**config.mk**
```make
export PLATFORM = sky130hd
export DESIGN_NAME = countdown_timer
export DESIGN_NICKNAME = d
export VERILOG_FILES = /design/src/rtl/countdown_timer.sv
export SDC_FILE = /design/constraint.sdc
export NUM_CORES = 1
export LEC_CHECK = 0
export BUFFER_PORTS_ARGS = -buffer_cell sky130_fd_sc_hd__buf_2
export CAP_MARGIN = 20
export CORE_UTILIZATION = 30
export DETAILED_ROUTE_END_ITERATION = 8
export GPL_ROUTABILITY_DRIVEN = 0
export GPL_TIMING_DRIVEN = 0
export PLACE_DENSITY = 0.47
export SYNTH_ARGS = -nofsm -noshare
export SYNTH_HDL_FRONTEND = slang
export SYNTH_SLANG_ARGS = --single-unit
export TNS_END_PERCENT = 30
```
**constraint.sdc**
```tcl
create_clock -name clk -period 4.7 [get_ports clk]
set_input_delay 0.94 -clock clk [delete_from_list [all_inputs] [get_ports clk]]
set_output_delay 0.94 -clock clk [all_outputs]
set_load 0.005 [all_outputs]
```
**src/rtl/countdown_timer.sv**
```systemverilog
// Loadable seconds down-counter with internal 1 s prescaler; optional periodic mode via COUNTDOWN_AUTO_RELOAD_EN.
// Latency: seconds_left valid one edge after start; expiry N*TICK_MAX edges after start.
// Backpressure: none; pause level freezes the count, abort pulse cancels at any time.
module countdown_timer #(
    parameter int TICK_MAX = 25_000_000,
    parameter int SEC_W    = 4
) (
    input  logic             clk,
    input  logic             reset,
    input  logic             start,
    input  logic [SEC_W-1:0] load_val,
    input  logic             pause,
    input  logic             abort,
    output logic [SEC_W-1:0] seconds_left,
    output logic             busy,
    output logic             expired
);

    localparam int              PRE_W    = (TICK_MAX > 1) ? $clog2(TICK_MAX) : 1;
    localparam logic [PRE_W-1:0] PRE_LAST = PRE_W'(TICK_MAX - 1);
    localparam logic [SEC_W-1:0] SEC_ONE  = SEC_W'(1);

    typedef enum logic [1:0] {
        IDLE   = 2'd0,
        RUN    = 2'd1,
        PAUSED = 2'd2,
        DONE   = 2'd3
    } state_t;

    state_t           state;
    state_t           state_nxt;
    logic [PRE_W-1:0] prescaler;
    logic [PRE_W-1:0] prescaler_nxt;
    logic [SEC_W-1:0] seconds_nxt;
    logic             expired_nxt;
    logic             start_ok;
    logic             tick;

    // A zero load would expire immediately, so it is treated as no request.
    assign start_ok = start && (load_val != '0);

`ifdef COUNTDOWN_AUTO_RELOAD_EN
    logic [SEC_W-1:0] reload_val;

    always_ff @(posedge clk) begin
        if (reset) begin
            reload_val <= '0;
        end else if (!abort && start_ok) begin
            reload_val <= load_val;
        end
    end
`endif

    always_comb begin
        state_nxt     = state;
        prescaler_nxt = prescaler;
        seconds_nxt   = seconds_left;
        expired_nxt   = 1'b0;
        tick          = 1'b0;

        if (abort) begin
            state_nxt     = IDLE;
            prescaler_nxt = '0;
            seconds_nxt   = '0;
        end else if (start_ok) begin
            state_nxt     = pause ? PAUSED : RUN;
            prescaler_nxt = '0;
            seconds_nxt   = load_val;
        end else begin
            case (state)
                RUN, PAUSED: begin
                    // Leaving PAUSED advances the prescaler on the same edge,
                    // so the partial second resumes without a dead cycle.
                    if (pause) begin
                        state_nxt = PAUSED;
                    end else begin
                        state_nxt = RUN;
                        if (prescaler == PRE_LAST) begin
                            prescaler_nxt = '0;
                            tick          = 1'b1;
                        end else begin
                            prescaler_nxt = prescaler + 1'b1;
                        end
                    end
                end
                default: begin
                    state_nxt = state;
                end
            endcase

            if (tick) begin
                if (seconds_left <= SEC_ONE) begin
                    expired_nxt = 1'b1;
`ifdef COUNTDOWN_AUTO_RELOAD_EN
                    seconds_nxt = reload_val;
                    state_nxt   = RUN;
`else
                    seconds_nxt = '0;
                    state_nxt   = DONE;
`endif
                end else begin
                    seconds_nxt = seconds_left - 1'b1;
                end
            end
        end
    end

    always_ff @(posedge clk) begin
        if (reset) begin
            state        <= IDLE;
            prescaler    <= '0;
            seconds_left <= '0;
            expired      <= 1'b0;
        end else begin
            state        <= state_nxt;
            prescaler    <= prescaler_nxt;
            seconds_left <= seconds_nxt;
            expired      <= expired_nxt;
        end
    end

    assign busy = (state == RUN) || (state == PAUSED);

endmodule
```
==> impl_metrics.csv <==
group,metric,value,unit
routing,wire_per_inst,12.3,microns
clock_tree,cts_tree,"built",
clock_tree,cts_resized,0,
clock_tree,numCtsBuffers,5,
yosys,synthTopCellsByArea,"dfxtp_1 39%, nor2_1 7.8%, xor2_1 5.9%, xnor2_1 5.4%, nand3_1 5.2%",
yosys,syn_nets,208,
routing,finalWirelength,3560,microns
critical_path,worstPathRequired,4.87,ns
yosys,ys.flop_type,"dfxtp_1",
critical_path,setup.worst_path.class,"input port to flip-flop",
clock_tree,clock_latency,0.28,ns
timing,setup_tns,0,ns
critical_path,cp-start-kind,"input port",
floorplan,top_level_ports,15,
global_routing,grtUsageTotal,0.141,
power_and_ir_drop,pwr-share-seq,0.527,
timing,finClkSkew,0.00572,ns
floorplan,die_w,75.8,microns
clock_tree,clockBufferDepth,2,
power_and_ir_drop,total_power,0.522,mW
timing,fmax,359,MHz
placement,dpl-instance-area,1790,sq um
clock_tree,cts.sinks,32,
power_and_ir_drop,p_comb_frac,0.055,
clock_tree,cts_max_level,2,
routing,ant_nets,0,
timing,min_period,2.79,ns
yosys,yosys.area.top_type_share,0.392,
cells_and_area,n_antenna_cell,0,
power_and_ir_drop,powerDensity,277,nW/um^2
timing,slew_viol_final,0,
floorplan,die_h,75.8,microns
critical_path,worstPathMaxFanout,10,
power_and_ir_drop,swShare,0.226,
global_routing,grt_overflow,0,
yosys,yosys_register_bits,32,
min_path,hp-class,"flip-flop to flip-flop",
global_routing,grt_pass1_vias,1285,
timing,max_slew.worst_pin.slew,0.761,ns
timing,rsz0062_at_grt,"no",
floorplan,rows,26,
timing,holdWs,0.496,ns
yosys,async_reset_ff_frac,0,
clock_tree,path_clk_slew,0.07,ns
yosys,synth_top_cell_by_area,"dfxtp_1",
yosys,synth_edf_count,0,
global_routing,grt_pass1_wl,5890,microns
critical_path,cp_slowest_stage_delay,0.58,ns
yosys,syn_inst,196,
cells_and_area,final_common_cell,"nor2_1",
placement,hpwl,2670,microns
run,maxCapViolCount,0,
floorplan,die_area,5750,sq um
timing,fin_ws,1.91,ns
cells_and_area,stdcell_area,1890,sq um
critical_path,cp_num_buf_inv,3,
timing,max-slew-margin-rel,0.492,
power_and_ir_drop,power_leakage,0.608,nW
cells_and_area,drive_gt1_frac,0.132,
routing,viasPerCell,4.79,
floorplan,fp.coreArea,5170,sq um
power_and_ir_drop,clockPowerShare,0.418,
global_routing,grt_start_max_net_pins,11,
routing,drt_iter0_markers,51,
yosys,synth.distinct_cells,39,
clock_tree,post_cts_buffers,0,
critical_path,crit_arrival,2.96,ns
routing,num_vias,1385,
timing,setup_viol,0,
critical_path,path_delay_family,"simple AND/OR/NAND/NOR gates",
power_and_ir_drop,vdd_drop_max,0.176,mV
placement,io_buffers,14,
cells_and_area,synthToLayoutAreaGrowth,15.5,%
floorplan,start_util,0.316,
critical_path,worst_setup_path_end_kind,"flip-flop",
critical_path,worstPathCellList,"buf_2 > nand2b_1 > or4b_4 > or4_1 > clkbuf_2 > nand3_2 > buf_4 > nor2_1",
yosys,avgSynthCellArea,8.34,sq um
global_routing,antenna_found_initial,0,
status,status,"complete, no violations",
placement,place_ws,1.60,ns
clock_tree,ctsHoldBuffers,0,
routing,drc,0,
power_and_ir_drop,power.switching,0.118,mW
yosys,yosysSeqAreaShare,0.392,
timing,hold_viol,0,
clock_tree,ctsRootBufferMaster,"clkbuf_8",
yosys,synth_area,1630,sq um
cells_and_area,layout_common_cells,"34 x nor2_1, 32 x dfxtp_1, 17 x nand3_1",
power_and_ir_drop,p_int,0.404,mW
yosys,yosys_warnings,0,
routing,firstDrtPassIters,4,
cells_and_area,final_nets,230,
timing,fin_crit_sh,0.593,
critical_path,slowest_stage,"or4b_4",
worst reg2reg max path, cell delays in order (launching register included):
cell	delay (ns)
dfxtp_1	0.38
nand3_1	0.26
or4b_4	0.61
or4_1	0.53
clkbuf_2	0.18
nand3_2	0.18
buf_4	0.21
nor2_1	0.07
cell families (layout without fill, tap and decap cells):
kind of cell	Yosys count	count (layout)	synth area share
AND/OR/NAND/NOR	106	106	0.333
adder cells (fa/ha/maj)	3	3	0.0230
XOR/XNOR	22	22	0.123
flip-flops	32	32	0.392
AO/OA/AOI/OAI	20	20	0.0827
multiplexers	3	3	0.0184
buffers and inverters	10	33	0.0283
per-stage QoR:
stage / util / instances
finish: 0.365 / 289
global route: 0.365 / 289
global placement: 0.346 / 280
CTS: 0.364 / 288
detailed placement: 0.346 / 280
floorplan: - / 196
final cells by class:
class	instances	area (sq um)
fill	568	3290
buffer	5	27.5
tap	70	87.6
sequential	32	641
timing repair buffer	15	75.1
inverter	5	18.8
clock buffer	8	90.1
multi-input combinational	154	947
power groups by stage:
stage | Sequential [mW] | Combinational [mW] | Clock (mW)
floorplan | 0.281 | 0.0177 | 0
global placement | 0.281 | 0.0288 | 0
detailed placement | 0.281 | 0.0285 | 0
CTS | 0.275 | 0.0287 | 0.228
global route | 0.275 | 0.0321 | 0.243
finish | 0.275 | 0.0288 | 0.218
flip-flops by register name, summed over array words and instances, names as in the netlist, named ones only:
register      count
expired           1
prescaler        25
seconds_left      4
state             1
metal layers:
layer  track usage  vias to the layer above  part of all wire
met5             0                        -                 0
met4        0.0556                        0             0.017
met3        0.0397                        5             0.035
met2         0.208                       25              0.42
met1         0.192                      619              0.53
li1              -                      736                 -
final timing paths:
path / from / end / slack (ns) / depth (start not counted)
max: pause / prescaler[16]$_SDFFE_PP0P_ / 1.91 / 8
min: prescaler[20]$_SDFFE_PP0P_ / prescaler[20]$_SDFFE_PP0P_ / 0.50 / 2
max reg2reg: prescaler[3]$_SDFFE_PP0P_ / prescaler[16]$_SDFFE_PP0P_ / 2.17 / 7
min reg2reg: prescaler[20]$_SDFFE_PP0P_ / prescaler[20]$_SDFFE_PP0P_ / 0.50 / 2
cell usage after synthesis, types with 3 or more instances:
| library cell | n |
|---|---|
| mux2i_1 | 3 |
| o21ai_0 | 6 |
| inv_1 | 5 |
| dfxtp_1 | 32 |
| or3_1 | 4 |
| nor3_1 | 10 |
| nor4_1 | 5 |
| nand3_1 | 17 |
| xnor2_1 | 10 |
| ha_1 | 3 |
| a21oi_1 | 5 |
| nor2_1 | 34 |
| xor2_1 | 11 |
| nand2_1 | 12 |
| nand4_1 | 6 |
| nand2b_1 | 4 |
No activity file was read; power rests on OpenSTA's default activity.
